File: config.mk
export PLATFORM = sky130hd
export DESIGN_NAME = if_id_queue
export DESIGN_NICKNAME = d
export VERILOG_FILES = /design/src/rtl/if_id_queue.sv
export SDC_FILE = /design/constraint.sdc
export NUM_CORES = 2
export LEC_CHECK = 0
export CORE_MARGIN = 2
export CORE_UTILIZATION = 25
export DETAILED_ROUTE_END_ITERATION = 6
export MAX_ROUTING_LAYER = met4
export PLACE_DENSITY = 0.38
export SETUP_SLACK_MARGIN = 0.15
export SYNTH_ARGS = -nofsm -noshare
export SYNTH_HDL_FRONTEND = slang
export SYNTH_SLANG_ARGS = --single-unit
File: constraint.sdc
create_clock -name clk -period 10.8 [get_ports clk]
set_input_delay 2.16 -clock clk [delete_from_list [all_inputs] [get_ports clk]]
set_output_delay 2.16 -clock clk [all_outputs]
set_load 0.03 [all_outputs]
File: src/rtl/if_id_queue.sv
// Fetch-to-decode instruction queue: circular FIFO that compacts valid fetch lanes
// and issues up to ISSUE_WIDTH entries in order. Optional bypass: IF_ID_QUEUE_BYPASS_EN.
module if_id_queue #(
   parameter int FETCH_WIDTH = 2,
   parameter int ISSUE_WIDTH = 2,
   parameter int DEPTH       = 8
) (
   input  logic                      clk,
   input  logic                      rst,
   input  logic                      flush,
   input  logic                      branch_flag_i,
   input  logic [FETCH_WIDTH-1:0]    if_valid_i,
   input  logic [32*FETCH_WIDTH-1:0] if_pc_i,
   input  logic [32*FETCH_WIDTH-1:0] if_inst_i,
   input  logic [FETCH_WIDTH-1:0]    excp_i,
   input  logic [4*FETCH_WIDTH-1:0]  excp_num_i,
   output logic                      if_ready_o,
   output logic [ISSUE_WIDTH-1:0]    id_valid_o,
   input  logic [ISSUE_WIDTH-1:0]    id_ready_i,
   output logic [32*ISSUE_WIDTH-1:0] id_pc_o,
   output logic [32*ISSUE_WIDTH-1:0] id_inst_o,
   output logic [ISSUE_WIDTH-1:0]    excp_o,
   output logic [4*ISSUE_WIDTH-1:0]  excp_num_o
);

   localparam int PTR_W = $clog2(DEPTH);
   localparam int CNT_W = PTR_W + 1;

   logic [PTR_W-1:0] r_head;
   logic [PTR_W-1:0] r_tail;
   logic [CNT_W-1:0] r_count;

   logic [31:0] r_pc       [DEPTH];
   logic [31:0] r_inst     [DEPTH];
   logic        r_excp     [DEPTH];
   logic [3:0]  r_excp_num [DEPTH];

   logic [CNT_W-1:0] w_off  [FETCH_WIDTH];
   logic [CNT_W-1:0] w_nvalid;
   logic [31:0]      w_cpc  [FETCH_WIDTH];
   logic [31:0]      w_cinst[FETCH_WIDTH];
   logic             w_cexcp[FETCH_WIDTH];
   logic [3:0]       w_cnum [FETCH_WIDTH];

   logic             w_byp;
   logic             w_push_en;
   logic [CNT_W-1:0] w_pop;
   logic [CNT_W-1:0] w_skip;
   logic [CNT_W-1:0] w_pushed;
   logic [CNT_W-1:0] w_popped;
   logic             w_wr_en [FETCH_WIDTH];
   logic [PTR_W-1:0] w_wr_idx[FETCH_WIDTH];

   assign if_ready_o = (r_count <= CNT_W'(DEPTH - FETCH_WIDTH));
   assign w_push_en  = if_ready_o & ~flush & ~branch_flag_i;

`ifdef IF_ID_QUEUE_BYPASS_EN
   assign w_byp = (r_count == '0) & ~flush & ~branch_flag_i;
`else
   assign w_byp = 1'b0;
`endif

   // Compact valid fetch lanes into consecutive positions (lane order preserved)
   always_comb begin
      logic [CNT_W-1:0] v_off;
      v_off = '0;
      for (int l = 0; l < FETCH_WIDTH; l++) begin
         w_off[l] = v_off;
         v_off    = v_off + CNT_W'(if_valid_i[l]);
      end
      w_nvalid = v_off;
      for (int j = 0; j < FETCH_WIDTH; j++) begin
         w_cpc[j]   = 32'h0;
         w_cinst[j] = 32'h0;
         w_cexcp[j] = 1'b0;
         w_cnum[j]  = 4'h0;
         for (int l = 0; l < FETCH_WIDTH; l++) begin
            if (if_valid_i[l] && (w_off[l] == CNT_W'(j))) begin
               w_cpc[j]   = if_pc_i[32*l +: 32];
               w_cinst[j] = if_inst_i[32*l +: 32];
               w_cexcp[j] = excp_i[l];
               w_cnum[j]  = excp_num_i[4*l +: 4];
            end else begin
               w_cpc[j] = w_cpc[j];
            end
         end
      end
   end

   // Drive issue slots from stored entries, or from compacted inputs when bypassing
   always_comb begin
      id_valid_o = '0;
      id_pc_o    = '0;
      id_inst_o  = '0;
      excp_o     = '0;
      excp_num_o = '0;
      for (int k = 0; k < ISSUE_WIDTH; k++) begin
         if (w_byp) begin
            if ((k < FETCH_WIDTH) && (CNT_W'(k) < w_nvalid)) begin
               id_valid_o[k]       = 1'b1;
               id_pc_o[32*k +: 32] = w_cpc[k % FETCH_WIDTH];
               id_inst_o[32*k +: 32] = w_cinst[k % FETCH_WIDTH];
               excp_o[k]           = w_cexcp[k % FETCH_WIDTH];
               excp_num_o[4*k +: 4] = w_cnum[k % FETCH_WIDTH];
            end else begin
               id_valid_o[k] = 1'b0;
            end
         end else if (CNT_W'(k) < r_count) begin
            id_valid_o[k]         = 1'b1;
            id_pc_o[32*k +: 32]   = r_pc[r_head + PTR_W'(k)];
            id_inst_o[32*k +: 32] = r_inst[r_head + PTR_W'(k)];
            excp_o[k]             = r_excp[r_head + PTR_W'(k)];
            excp_num_o[4*k +: 4]  = r_excp_num[r_head + PTR_W'(k)];
         end else begin
            id_valid_o[k] = 1'b0;
         end
      end
   end

   // Pop only the unbroken run of accepted slots starting at slot 0
   always_comb begin
      logic v_run;
      v_run = 1'b1;
      w_pop = '0;
      for (int k = 0; k < ISSUE_WIDTH; k++) begin
         if (v_run && id_valid_o[k] && id_ready_i[k]) begin
            w_pop = w_pop + CNT_W'(1);
         end else begin
            v_run = 1'b0;
         end
      end
   end

   // Bypassed lanes taken by decode are never written; stored pops only outside bypass
   always_comb begin
      w_skip   = w_byp ? w_pop : '0;
      w_popped = w_byp ? '0 : w_pop;
      w_pushed = w_push_en ? (w_nvalid - w_skip) : '0;
      for (int j = 0; j < FETCH_WIDTH; j++) begin
         w_wr_en[j]  = w_push_en && (CNT_W'(j) >= w_skip) && (CNT_W'(j) < w_nvalid);
         w_wr_idx[j] = r_tail + PTR_W'(CNT_W'(j) - w_skip);
      end
   end

   // Pointer and occupancy state; reset beats flush beats push/pop
   always_ff @(posedge clk) begin
      if (rst) begin
         r_head  <= '0;
         r_tail  <= '0;
         r_count <= '0;
      end else if (flush) begin
         r_head  <= '0;
         r_tail  <= '0;
         r_count <= '0;
      end else begin
         r_head  <= r_head + PTR_W'(w_popped);
         r_tail  <= r_tail + PTR_W'(w_pushed);
         r_count <= r_count + w_pushed - w_popped;
      end
   end

   // Entry storage; contents are only observable through valid slots
   always_ff @(posedge clk) begin
      for (int j = 0; j < FETCH_WIDTH; j++) begin
         if (!rst && w_wr_en[j]) begin
            r_pc[w_wr_idx[j]]       <= w_cpc[j];
            r_inst[w_wr_idx[j]]     <= w_cinst[j];
            r_excp[w_wr_idx[j]]     <= w_cexcp[j];
            r_excp_num[w_wr_idx[j]] <= w_cnum[j];
         end
      end
   end

endmodule

==> results by stage <==
Status:
- The run finished with clean final reports.

Worst setup path:
- The path depth of the worst reg2reg path is 7.
- In this run the worst path has a maximum fanout of 43.
- The worst register-to-register path has a setup slack of 6.76 ns.
- The count of buffer and inverter cells on the critical path is 2.
- The worst setup path is launched from a flip-flop.
- Broken down by cell family, the worst path's largest delay share belongs to buffers and inverters.
- For this run, the slowest stage of the critical path takes just over 0.9 ns.
- The kind of capture point of the worst setup path is an output pin.
- Data on the critical path is required at its endpoint by 8.64 ns.
- The capture point of the critical path is id_pc_o[39].
- The total stage count of the critical path is 5.
- Traced cell by cell, the critical path runs through ha_4 -> buf_4 -> mux4_2 -> a22o_1 -> clkdlybuf4s50_1.
- In this run the critical register-to-register path is captured at r_inst[3][20].
- The critical path in this run is classified as reg2out.
- The reg-to-reg startpoint is r_tail[0].
- On the critical path, the stage with the largest delay is an instance of sky130_fd_sc_hd__dfxtp_4.
- The most critical setup path has its startpoint at r_head[1].
- The critical path arrival is between 4 and 5 ns.

STA:
- The maximum achievable frequency is ~0.15 GHz.
- The max-slew violation count came to 0.
- The number of hold violations in the final report came to 0.
- The final sum of negative setup slack is 0 ns.
- In this run the tightest slew margin relative to its limit is ~15%.
- The period utilization is a little under two thirds.
- The clock skew after layout is approximately 0.022 ns.
- Setup violations remaining at the end of the flow were counted as 0.
- Counting I/O delays and the setup requirement, the final critical path takes ~7 ns.
- The worst-case hold slack is 0.6363 ns.
- Setup repair after global routing left no endpoint under its margin.
- The transition time of the tightest slew-check pin is about 1.3 ns.

Floorplan:
- The floorplan row count is between 100 and 150.
- For this design the top-level I/O count stands at 287.
- The die is around 370 um tall.
- After floorplanning, the core was sized to cover between 100000 and 150000 sq um.
- The area of the die is 134600 sq um.
- The effective utilization at floorplan is 25.10%.
- The width of the die is 366.8 um.

Clock tree:
- The clock tree root buffer cell is sky130_fd_sc_hd__clkbuf_16.
- The number of buffers added by the clock tree synthesis step is 75.
- The clock-pin slew on the worst setup and hold paths is around 0.06 ns.
- Gates resized during post-CTS repair numbered 0.
- The number of hold-repair buffers added at the cts stage is 0.
- The TritonCTS clock tree is done.
- The post-CTS setup repair buffer count is 0.
- The total number of H-tree levels is 3.
- The total number of clock tree sinks is about 560.
- The longest clock path from root to sink contains 3 buffers.
- The later-pin clock latency in the skew report is 0.65 ns.

Placement:
- The routability-driven placement congestion ratio is around 0.75.
- After legalization and detailed placement, the total HPWL measured approximately 74000 um.
- Buffers placed on the I/O ports in this run total between 200 and 300.

Global routing:
- The initial antenna violation count is 24.
- Entering global routing, the biggest net connects roughly 130 pins.
- The via count of the first global-routing pass is between 20000 and 25000.
- The first global-routing pass estimated around 180000 um of wire.
- The total grt overflow is 0.
- Across every metal layer, demand over resource in global routing totals a little under a fifth.

Route:
- The total wirelength of the detailed-routed design is around 130000 um.
- The number of DRC violations after detailed routing is 0.
- The first routing iteration left roughly 2000 violations.
- For this block, the via count after detailed routing is roughly 22000.
- The number of routed nets with antenna violations is 0.
- Using the TritonRoute via totals, the vias-per-cell ratio works out to around 5.2.
- The routed wirelength normalized by instance count is 29.30 um.
- The pre-antenna-repair detailed-routing pass consisted of 5 iterations.

Pwr:
- Net switching is around 36% of the power.
- Combinational cells account for around two fifths of the total power.
- The analysis attributes to cell leakage a power of 12.64 nW.
- The power dissipated by switching net loads is 2.802 mW.
- The power per standard cell area is around 200 nW/um^2.
- Cell internal power was estimated by the tool at around 5 mW.
- The clock network is responsible for 29.6% of the overall power.
- The sequential fraction of design power is a little under a third.
- The maximum VDD drop is ~0.13 mV.

Yosys:
- The average footprint of a synthesized cell is roughly 14 sq um.
- Counting flops and latches in the post-synthesis netlist gives ~560.
- The share of synthesized registers carrying an async set or reset is 0%.
- Counting every net in the synthesized netlist gives about 2500.
- The unique cell type count in the Yosys netlist is 49.
- The most used flip-flop cell after synthesis is sky130_fd_sc_hd__edfxtp_1.
- For this run, the number of Yosys warnings is 0.
- The cell count after synthesis is roughly 2300.
- Summing the sequential cell areas from Yosys gives 50.98% of the chip area.
- The cell area after synthesis is 32910 sq um.
- The count of flip-flops with a built-in enable after synthesis is approximately 550.

Hold path:
- The path type of the worst min-delay path is reg2reg.

Layout:
- The final layout net count is roughly 2600.
- The post-route netlist has roughly 29% of its cells at a drive strength greater than 1.
- Relative to the synthesized area, the layout overhead comes to 20.71%.
- For this run, the share of the core covered by cells in the final layout is 30.30%.
- The filler cell count in the final layout is ~13000.

Run:
- The tool flagged a number of max-cap violations equal to 0.
==> final cells by class <==
class	count	area, sq um	share of cell area (%)
sequential	562	16780	42.25
multi-input combinational	1483	15110	38.02
timing repair buffer	345	3343	8.415
tap	1755	2196	5.527
clock buffer	96	1977	4.976
clock inverter	31	207.7	0.5228
antenna	23	57.56	0.1449
inverter	15	56.30	0.1417
==> logic make-up after synthesis <==
| group | count (synthesis) | share of synthesized area (%) |
|---|---|---|
| muxes | 552 | 28.33 |
| xor gates and xnor gates | 7 | 0.2091 |
| and+or+nand+nor | 338 | 4.338 |
| adders and majority gates | 18 | 0.7756 |
| buffers and inverters | 301 | 3.768 |
| AOI/OAI and AO/OA | 568 | 11.60 |
| DFF | 562 | 50.98 |
==> placed cells by master (no fill, tap or decap), types with 5 or more instances in the layout <==
cell type | synthesis | layout
sky130_fd_sc_hd__edfxtp_1 | 552 | 552
sky130_fd_sc_hd__nor2_1 | 290 | 287
sky130_fd_sc_hd__clkdlybuf4s50_1 | 0 | 286
sky130_fd_sc_hd__a21oi_1 | 282 | 277
sky130_fd_sc_hd__mux4_2 | 276 | 276
sky130_fd_sc_hd__mux2_2 | 265 | 265
sky130_fd_sc_hd__a22o_1 | 206 | 206
sky130_fd_sc_hd__clkbuf_16 | 0 | 76
sky130_fd_sc_hd__a22oi_1 | 68 | 68
sky130_fd_sc_hd__buf_4 | 8 | 56
sky130_fd_sc_hd__diode_2 | 0 | 23
sky130_fd_sc_hd__clkbuf_1 | 134 | 20
sky130_fd_sc_hd__inv_1 | 15 | 15
sky130_fd_sc_hd__ha_1 | 14 | 12
sky130_fd_sc_hd__clkinv_1 | 0 | 12
sky130_fd_sc_hd__mux2_1 | 11 | 11
sky130_fd_sc_hd__clkinv_2 | 0 | 8
sky130_fd_sc_hd__dfxtp_1 | 10 | 8
sky130_fd_sc_hd__nand3_1 | 7 | 7
sky130_fd_sc_hd__nand2_1 | 6 | 6
sky130_fd_sc_hd__inv_6 | 0 | 6
sky130_fd_sc_hd__a21oi_4 | 0 | 5
==> per-layer routing <==
layer	part of all wire, %	GRT usage [%]
met5	0	-
met4	2.4	4.753
met3	6.9	5.262
met2	48	30.43
met1	43	23.68
==> through the flow <==
stage                     cell area, sq um  std cells  worst slack [ns]  power [mW]
after floorplan                      32910       2346             2.177       4.303
after global placement               37480       4160             4.506       5.542
after detailed placement             37480       4160             4.496       5.547
after CTS                            39670       4287             3.793       7.894
after global routing                 39730       4310             3.740       8.080
final                                39730       4310             3.955       7.778
==> worst register-to-register path: stages (launching register included) <==
cell                        delay (ns)
sky130_fd_sc_hd__dfxtp_1          0.53
sky130_fd_sc_hd__ha_1             0.39
sky130_fd_sc_hd__xnor2_1          0.92
sky130_fd_sc_hd__o2111ai_4        0.67
sky130_fd_sc_hd__buf_4            0.52
sky130_fd_sc_hd__buf_4            0.44
sky130_fd_sc_hd__nor2_1           0.22
sky130_fd_sc_hd__a21oi_1          0.06
==> power by group through the flow <==
| stage | Combinational (mW) | Clock, mW | Sequential (mW) |
|---|---|---|---|
| finish | 3.01 | 2.30 | 2.46 |
| global route | 3.17 | 2.45 | 2.46 |
| CTS | 3.06 | 2.37 | 2.46 |
| detailed placement | 3.04 | 0 | 2.51 |
| global placement | 3.04 | 0 | 2.50 |
| floorplan | 1.81 | 0 | 2.50 |
==> sequential cells by signal, indices dropped and copies added, names as in the netlist <==
signal,cells
r_count,4
r_excp,8
r_excp_num,32
r_head,3
r_pc,256
r_inst,256
r_tail,3
==> synth_stat cells (11+ instances only) <==
master | number | area (sq um)
sky130_fd_sc_hd__clkbuf_1 | 134 | 503.0
sky130_fd_sc_hd__edfxtp_1 | 552 | 16580
sky130_fd_sc_hd__nor2_1 | 290 | 1089
sky130_fd_sc_hd__a22o_1 | 206 | 1804
sky130_fd_sc_hd__mux2_2 | 265 | 2984
sky130_fd_sc_hd__mux2_1 | 11 | 123.9
sky130_fd_sc_hd__mux4_2 | 276 | 6216
sky130_fd_sc_hd__buf_2 | 57 | 285.3
sky130_fd_sc_hd__buf_1 | 85 | 319.1
sky130_fd_sc_hd__a21oi_1 | 282 | 1411
sky130_fd_sc_hd__ha_1 | 14 | 175.2
sky130_fd_sc_hd__inv_1 | 15 | 56.30
sky130_fd_sc_hd__a22oi_1 | 68 | 510.5
==> worst min-delay path by stage <==
stage / startpoint / endpoint / slack (ns) / cells past startpoint
2_1_floorplan: r_head[2] / r_head[2] / 0.54 / 2
5_1_grt: r_head[2] / r_head[2] / 0.65 / 2
4_1_cts: r_head[2] / r_head[2] / 0.64 / 2
3_3_place_gp: r_head[2] / r_head[2] / 0.63 / 2
6_report: r_head[2] / r_head[2] / 0.64 / 2
3_5_place_dp: r_head[2] / r_head[2] / 0.62 / 2
No activity file was read; power rests on OpenSTA's default activity.
